[config.mk]
export PLATFORM = sky130hd
export DESIGN_NAME = spatz_vsldu_wbuf_flat
export DESIGN_NICKNAME = d
export VERILOG_FILES = /design/src/rtl/spatz_vsldu_wbuf_if.sv /design/src/rtl/spatz_vsldu_wbuf.sv /design/src/flat_wrapper.sv
export SDC_FILE = /design/constraint.sdc
export NUM_CORES = 1
export LEC_CHECK = 0
export ABC_AREA = 0
export CORE_MARGIN = 5
export CORE_UTILIZATION = 45
export CTS_CLUSTER_DIAMETER = 120
export DETAILED_ROUTE_END_ITERATION = 8
export MAX_ROUTING_LAYER = met4
export PLACE_DENSITY = 0.83
export SETUP_SLACK_MARGIN = 0.4
export SLEW_MARGIN = 40
export SYNTH_ARGS = -nofsm -noshare
export SYNTH_HDL_FRONTEND = slang
export SYNTH_SLANG_ARGS = --single-unit
[constraint.sdc]
create_clock -name clk_i -period 2.7 [get_ports clk_i]
set_input_delay 0.27 -clock clk_i [delete_from_list [all_inputs] [get_ports clk_i]]
set_output_delay 0.27 -clock clk_i [all_outputs]
set_load 0.02 [all_outputs]
[src/rtl/spatz_vsldu_wbuf_if.sv]
// Slide-unit to VRF write-buffer bus: slide-side write request and VRF-side head entry.
`default_nettype none

interface spatz_vsldu_wbuf_if #(
  parameter int AddrWidth = 8,
  parameter int DataWidth = 32,
  parameter int NrIds     = 4
);
  localparam int BeWidth = DataWidth / 8;
  localparam int IdWidth = (NrIds > 1) ? $clog2(NrIds) : 1;

  logic [AddrWidth-1:0] sld_waddr_i;
  logic [DataWidth-1:0] sld_wdata_i;
  logic [BeWidth-1:0]   sld_wbe_i;
  logic                 sld_we_i;
  logic [IdWidth-1:0]   sld_id_i;
  logic                 sld_wvalid_o;

  logic [AddrWidth-1:0] vrf_waddr_o;
  logic [DataWidth-1:0] vrf_wdata_o;
  logic [BeWidth-1:0]   vrf_wbe_o;
  logic                 vrf_we_o;
  logic [IdWidth-1:0]   vrf_id_o;
  logic                 vrf_wvalid_i;

  logic [NrIds-1:0]     id_pending_o;
  logic                 empty_o;
  logic                 full_o;

  modport slave (
    input  sld_waddr_i, sld_wdata_i, sld_wbe_i, sld_we_i, sld_id_i, vrf_wvalid_i,
    output sld_wvalid_o, vrf_waddr_o, vrf_wdata_o, vrf_wbe_o, vrf_we_o, vrf_id_o,
    output id_pending_o, empty_o, full_o
  );

  modport master (
    output sld_waddr_i, sld_wdata_i, sld_wbe_i, sld_we_i, sld_id_i, vrf_wvalid_i,
    input  sld_wvalid_o, vrf_waddr_o, vrf_wdata_o, vrf_wbe_o, vrf_we_o, vrf_id_o,
    input  id_pending_o, empty_o, full_o
  );
endinterface

`default_nettype wire

[src/rtl/spatz_vsldu_wbuf.sv]
// Circular write buffer between the slide unit and the VRF, with tail merging
// and per-instruction-ID pending tracking.
`default_nettype none

module spatz_vsldu_wbuf #(
  parameter int Depth     = 2,
  parameter int NrIds     = 4,
  parameter int AddrWidth = 8,
  parameter int DataWidth = 32
) (
  input  logic              clk_i,
  input  logic              rst_ni,
  spatz_vsldu_wbuf_if.slave bus
);
  localparam int BeWidth  = DataWidth / 8;
  localparam int IdWidth  = (NrIds > 1) ? $clog2(NrIds) : 1;
  localparam int PtrWidth = $clog2(Depth);
  localparam int CntWidth = $clog2(Depth + 1);
  localparam logic [CntWidth-1:0] c_DEPTH = CntWidth'(Depth);
  localparam logic [CntWidth-1:0] c_TWO   = CntWidth'(2);
  localparam logic [PtrWidth-1:0] c_LAST  = PtrWidth'(Depth - 1);

  // Entry storage carries no reset; validity is defined purely by pointers and count.
  logic [AddrWidth-1:0] r_addr [Depth];
  logic [DataWidth-1:0] r_data [Depth];
  logic [BeWidth-1:0]   r_be   [Depth];
  logic [IdWidth-1:0]   r_id   [Depth];

  logic [PtrWidth-1:0]  r_head;
  logic [PtrWidth-1:0]  r_tail;
  logic [CntWidth-1:0]  r_cnt;
  logic [CntWidth-1:0]  r_idcnt [NrIds];

  logic [PtrWidth-1:0]  w_last;
  logic                 w_pop;
  logic                 w_nonzero;
  logic                 w_merge;
  logic                 w_alloc;

  function automatic logic [PtrWidth-1:0] f_next(input logic [PtrWidth-1:0] p);
    return (p == c_LAST) ? '0 : p + PtrWidth'(1);
  endfunction

  // Most recently allocated slot, i.e. the entry just behind the write pointer.
  assign w_last    = (r_tail == '0) ? c_LAST : r_tail - PtrWidth'(1);
  assign w_pop     = (r_cnt != '0) && bus.vrf_wvalid_i;
  assign w_nonzero = |bus.sld_wbe_i;

  // Requiring two entries keeps the head, which the VRF may be sampling, out of reach.
  assign w_merge = bus.sld_we_i && w_nonzero && (r_cnt >= c_TWO) &&
                   (r_addr[w_last] == bus.sld_waddr_i) && (r_id[w_last] == bus.sld_id_i);
  assign w_alloc = bus.sld_we_i && w_nonzero && !w_merge && ((r_cnt != c_DEPTH) || w_pop);

  assign bus.sld_wvalid_o = rst_ni && bus.sld_we_i && (!w_nonzero || w_merge || w_alloc);

  always_ff @(posedge clk_i) begin
    if (w_alloc) begin
      r_addr[r_tail] <= bus.sld_waddr_i;
      r_data[r_tail] <= bus.sld_wdata_i;
      r_be[r_tail]   <= bus.sld_wbe_i;
      r_id[r_tail]   <= bus.sld_id_i;
    end else if (w_merge) begin
      for (int b = 0; b < BeWidth; b++) begin
        if (bus.sld_wbe_i[b]) r_data[w_last][8*b +: 8] <= bus.sld_wdata_i[8*b +: 8];
      end
      r_be[w_last] <= r_be[w_last] | bus.sld_wbe_i;
    end
  end

  always_ff @(posedge clk_i or negedge rst_ni) begin
    if (!rst_ni) begin
      r_head <= '0;
      r_tail <= '0;
      r_cnt  <= '0;
    end else begin
      if (w_pop)   r_head <= f_next(r_head);
      if (w_alloc) r_tail <= f_next(r_tail);
      case ({w_alloc, w_pop})
        2'b10:   r_cnt <= r_cnt + CntWidth'(1);
        2'b01:   r_cnt <= r_cnt - CntWidth'(1);
        default: r_cnt <= r_cnt;
      endcase
    end
  end

  for (genvar i = 0; i < NrIds; i++) begin : g_idcnt
    logic w_inc;
    logic w_dec;
    assign w_inc = w_alloc && (bus.sld_id_i == IdWidth'(i));
    assign w_dec = w_pop && (r_id[r_head] == IdWidth'(i));

    always_ff @(posedge clk_i or negedge rst_ni) begin
      if (!rst_ni) begin
        r_idcnt[i] <= '0;
      end else begin
        case ({w_inc, w_dec})
          2'b10:   r_idcnt[i] <= r_idcnt[i] + CntWidth'(1);
          2'b01:   r_idcnt[i] <= r_idcnt[i] - CntWidth'(1);
          default: r_idcnt[i] <= r_idcnt[i];
        endcase
      end
    end

    assign bus.id_pending_o[i] = (r_idcnt[i] != '0);
  end

  assign bus.vrf_we_o    = (r_cnt != '0);
  assign bus.vrf_waddr_o = r_addr[r_head];
  assign bus.vrf_wdata_o = r_data[r_head];
  assign bus.vrf_wbe_o   = r_be[r_head];
  assign bus.vrf_id_o    = r_id[r_head];
  assign bus.empty_o     = (r_cnt == '0);
  assign bus.full_o      = (r_cnt == c_DEPTH);

endmodule

`default_nettype wire
[src/flat_wrapper.sv]
// flat-port wrapper written by rule: the top's interface ports become plain ports
module spatz_vsldu_wbuf_flat 
#(
  parameter int Depth     = 2,
  parameter int NrIds     = 4,
  parameter int AddrWidth = 8,
  parameter int DataWidth = 32
)
  (clk_i, rst_ni, bus_sld_waddr_i, bus_sld_wdata_i, bus_sld_wbe_i, bus_sld_we_i, bus_sld_id_i, bus_vrf_wvalid_i, bus_sld_wvalid_o, bus_vrf_waddr_o, bus_vrf_wdata_o, bus_vrf_wbe_o, bus_vrf_we_o, bus_vrf_id_o, bus_id_pending_o, bus_empty_o, bus_full_o);
  spatz_vsldu_wbuf_if #(.AddrWidth(AddrWidth), .DataWidth(DataWidth), .NrIds(NrIds)) bus_i ();
  input  logic clk_i;
  input  logic rst_ni;
  input wire logic [$bits(bus_i.sld_waddr_i)-1:0] bus_sld_waddr_i;
  input wire logic [$bits(bus_i.sld_wdata_i)-1:0] bus_sld_wdata_i;
  input wire logic [$bits(bus_i.sld_wbe_i)-1:0] bus_sld_wbe_i;
  input wire logic [$bits(bus_i.sld_we_i)-1:0] bus_sld_we_i;
  input wire logic [$bits(bus_i.sld_id_i)-1:0] bus_sld_id_i;
  input wire logic [$bits(bus_i.vrf_wvalid_i)-1:0] bus_vrf_wvalid_i;
  output wire logic [$bits(bus_i.sld_wvalid_o)-1:0] bus_sld_wvalid_o;
  output wire logic [$bits(bus_i.vrf_waddr_o)-1:0] bus_vrf_waddr_o;
  output wire logic [$bits(bus_i.vrf_wdata_o)-1:0] bus_vrf_wdata_o;
  output wire logic [$bits(bus_i.vrf_wbe_o)-1:0] bus_vrf_wbe_o;
  output wire logic [$bits(bus_i.vrf_we_o)-1:0] bus_vrf_we_o;
  output wire logic [$bits(bus_i.vrf_id_o)-1:0] bus_vrf_id_o;
  output wire logic [$bits(bus_i.id_pending_o)-1:0] bus_id_pending_o;
  output wire logic [$bits(bus_i.empty_o)-1:0] bus_empty_o;
  output wire logic [$bits(bus_i.full_o)-1:0] bus_full_o;
  assign bus_i.sld_waddr_i = bus_sld_waddr_i;
  assign bus_i.sld_wdata_i = bus_sld_wdata_i;
  assign bus_i.sld_wbe_i = bus_sld_wbe_i;
  assign bus_i.sld_we_i = bus_sld_we_i;
  assign bus_i.sld_id_i = bus_sld_id_i;
  assign bus_i.vrf_wvalid_i = bus_vrf_wvalid_i;
  assign bus_sld_wvalid_o = bus_i.sld_wvalid_o;
  assign bus_vrf_waddr_o = bus_i.vrf_waddr_o;
  assign bus_vrf_wdata_o = bus_i.vrf_wdata_o;
  assign bus_vrf_wbe_o = bus_i.vrf_wbe_o;
  assign bus_vrf_we_o = bus_i.vrf_we_o;
  assign bus_vrf_id_o = bus_i.vrf_id_o;
  assign bus_id_pending_o = bus_i.id_pending_o;
  assign bus_empty_o = bus_i.empty_o;
  assign bus_full_o = bus_i.full_o;
  spatz_vsldu_wbuf #(.Depth(Depth), .NrIds(NrIds), .AddrWidth(AddrWidth), .DataWidth(DataWidth)) u_core (.clk_i(clk_i), .rst_ni(rst_ni), .bus(bus_i));
endmodule
==> summary.txt <==
Synth
  – Synth Cell Area: ~4500 µm²
  – Top-area cell type share of the netlist area: 61.88%
  – Top cells by area, synth: edfxtp_1, mux2_2, dfrtp_1, mux2i_1, xnor2_1
  – Post-synthesis sequential area ratio: 68.61%
  – Post-synth top flop: edfxtp_1
  – Post-synthesis register bit count: 104
  – Gate Count Post-Synth: 277
  – Synth warnings: 0
  – Cell taking the most area after synthesis: edfxtp_1
  – Synth Net Count: 332
  – Syn_area_per_cell: between 15 and 20 µm²
  – Cell variety after synth: 29
  – Post-synth EDFFs: a little over 90
  – FFs w/ async S/R, synth: 11.54%

Timing
  – Final Hold Fails: 0
  – Worst Skew: ~0.013 ns
  – Final worst slack: -0.01168 ns
  – Final TNS setup: -0.01168 ns
  – Slew Limit Headroom: 61.94%
  – Max Transition Viols Final: 0
  – Worst slew pin tran: roughly 0.56 ns
  – RSZ-0062 raised after global routing: true
  – Min Tclk post-route: 2.712 ns
  – Max Clk Rate: 368.8 MHz
  – Setup violations, final: 1
  – Final period utilization: 100.4%

GRT
  – Congestion Overflow GR: 0
  – Vias in the first global route: between 2,000 and 3,000
  – Gr usage total: about 17%
  – Largest net degree at the start of global routing: 19
  – Initial antenna violation count: 0
  – First-pass GRT wire length: 14.57 mm

Clocking
  – Clock root buffer: clkbuf_8
  – CTS tree: built
  – CTS H-tree depth: 3
  – Clock Pin Slew Worst Setup and Hold Paths: 0.09 ns
  – Worst-skew pair later-pin latency: around 0.36 ns
  – CTS Buf Count: 9
  – Clk sink count: approximately 100
  – Clock Path Buffers: 2

Drt
  – Iter 0 DRT Violations: 79
  – Pre-antenna DRT Iters: 4
  – Routed wire per std cell: 17.66 µm
  – DRC violations left: 0
  – WL final: 9.768 mm
  – Via Count: 2,733
  – Vias per inst: between 4 and 5
  – ANT nets after route: 0

Critical path
  – CP max FO: 9
  – Crit. End Element: primary output
  – Crit path required time: 2.43 ns
  – Worst setup SP type: register
  – Crit path DAT: 2.44 ns
  – Crit path kind: register to primary output

Place
  – Dpl hpwl: 6.924 mm
  – Routability cong.: 0.7973
  – Number of port buffers: 103

Hold path
  – Worst hold-check path type: input pin to asynchronous set/reset pin

Pwr
  – Pwr Density: between 900 and 1000 nW/µm²
  – VDD IR max: between 500 and 600 µV
  – Leak: 2.468 nW
  – Total power draw: 6.366 mW

Floorplanning
  – Placeable Area: 9729 µm²
  – Row count: 36
  – Io pins: 104
  – DIE AREA: 12,010 µm²
  – Die Width: 109.6 µm
  – Initial core utilization: 45.88%
  – Die Height: roughly 110 µm

Finish
  – Most frequent cells in the layout: edfxtp_1, clkdlybuf4s50_1, mux2_2
  – Fin nets: approximately 470
  – Layout cells sized above 1: 31.67%
  – Area grow syn2layout: 45.12%
  – N_diodes: 0
  – Most common cell after layout, fill and taps aside: edfxtp_1

Run status
  – Outcome: finished, violations left
  – Violated checks: setup timing

Flow run
  – MaxCap Viol Count: 0
[cells in the mapped netlist (2+ instances only)]
| cell | count |
|---|---|
| nand2_1 | 15 |
| nand3_1 | 2 |
| nand4b_1 | 2 |
| xnor2_1 | 14 |
| o21ai_0 | 6 |
| xor2_1 | 12 |
| o21bai_1 | 4 |
| or2_2 | 5 |
| mux2_2 | 45 |
| clkbuf_1 | 8 |
| nor2_1 | 11 |
| dfrtp_1 | 12 |
| ha_1 | 5 |
| mux2i_1 | 20 |
| or4_1 | 2 |
| buf_6 | 3 |
| edfxtp_1 | 92 |
| nand4_1 | 2 |
| inv_1 | 7 |
[routing by layer]
metal / wire length, µm / vias to the layer above / GRT usage [%]
li1: - / 1303 / -
met1: 3843 / 1352 / 18.75
met2: 5290 / 68 / 29.56
met3: 558 / 10 / 4.698
met4: 76 / 0 / 4.274
met5: 0 / - / -
[path summary, 6_finish.rpt]
check	from	to	slack, ns	cells after the start
max reg2reg	u_core.r_tail	u_core.r_data[1][27]	0.01	8
min in group clk_i	u_core.r_idcnt[3]	u_core.r_idcnt[3]	0.47	1
min reg2reg	u_core.r_idcnt[3]	u_core.r_idcnt[3]	0.47	1
max	u_core.r_tail	bus_sld_wvalid_o	-0.01	7
max in group asynchronous	rst_ni	u_core.r_head	2.19	2
min	rst_ni	u_core.r_idcnt[3]	0.33	2
[kinds of logic (layout without fill, tap and decap cells)]
| kind of cell | count (synthesis) | count (layout) | share of synthesized area, % |
|---|---|---|---|
| AO/OA/AOI/OAI | 15 | 15 | 2.242 |
| AND/OR/NAND/NOR | 43 | 43 | 4.681 |
| flip-flops | 104 | 104 | 68.61 |
| buffers and inverters | 19 | 162 | 2.130 |
| XOR/XNOR | 26 | 26 | 5.101 |
| multiplexers | 65 | 65 | 15.84 |
| adder cells (fa/ha/maj) | 5 | 5 | 1.401 |
[through the flow]
| step | instance area, µm² | cells | util (%) | setup slack, ns | hold slack [ns] |
|---|---|---|---|---|---|
| final | 6479 | 553 | 66.59 | -0.01168 | 0.3280 |
| after global routing | 6479 | 553 | 66.59 | -0.08694 | 0.3345 |
| after CTS | 6330 | 553 | 65.06 | 0.009726 | 0.2976 |
| after detailed placement | 6005 | 528 | 61.72 | -0.3920 | 0.4524 |
| after global placement | 6002 | 528 | 61.69 | -0.3340 | 0.4471 |
| after floorplan | 4642 | 277 | - | 0.1852 | -0.02559 |
[cell type report]
class	count	area, µm²
tap	133	166.4
inverter	7	28.78
sequential	104	3067
clock buffer	10	127.6
fill	700	3251
timing repair buffer	140	1446
clock inverter	5	48.80
multi-input combinational	154	1594
[report_power, final]
group	leakage (nW)	total (mW)	internal, mW	switching, mW
Clock	0.0933	0.901	0.417	0.484
Combinational	1.38	3.09	1.60	1.49
Sequential	0.997	2.37	2.18	0.190
[state kept, by name (all words and copies together) (netlist names)]
signal,count
u_core.r_be,8
u_core.r_idcnt,8
u_core.r_data,64
u_core.r_id,4
u_core.r_cnt,2
u_core.r_head,1
u_core.r_tail,1
u_core.r_addr,16
[worst max-delay path, stage by stage (launching register included)]
cell     delay, ns
dfrtp_1       0.42
buf_12        0.16
mux2i_4       0.19
xnor2_2       0.13
or4_4         0.51
or3_4         0.38
a31oi_4       0.15
buf_6         0.14
[what timing repair did]
item,CTS,global route
pin swaps,2,3
resized for setup,12,34
endpoints found under the setup margin,148,129
hold buffers,0,0
setup buffers,10,0
Power figures use the tool's default switching activity.
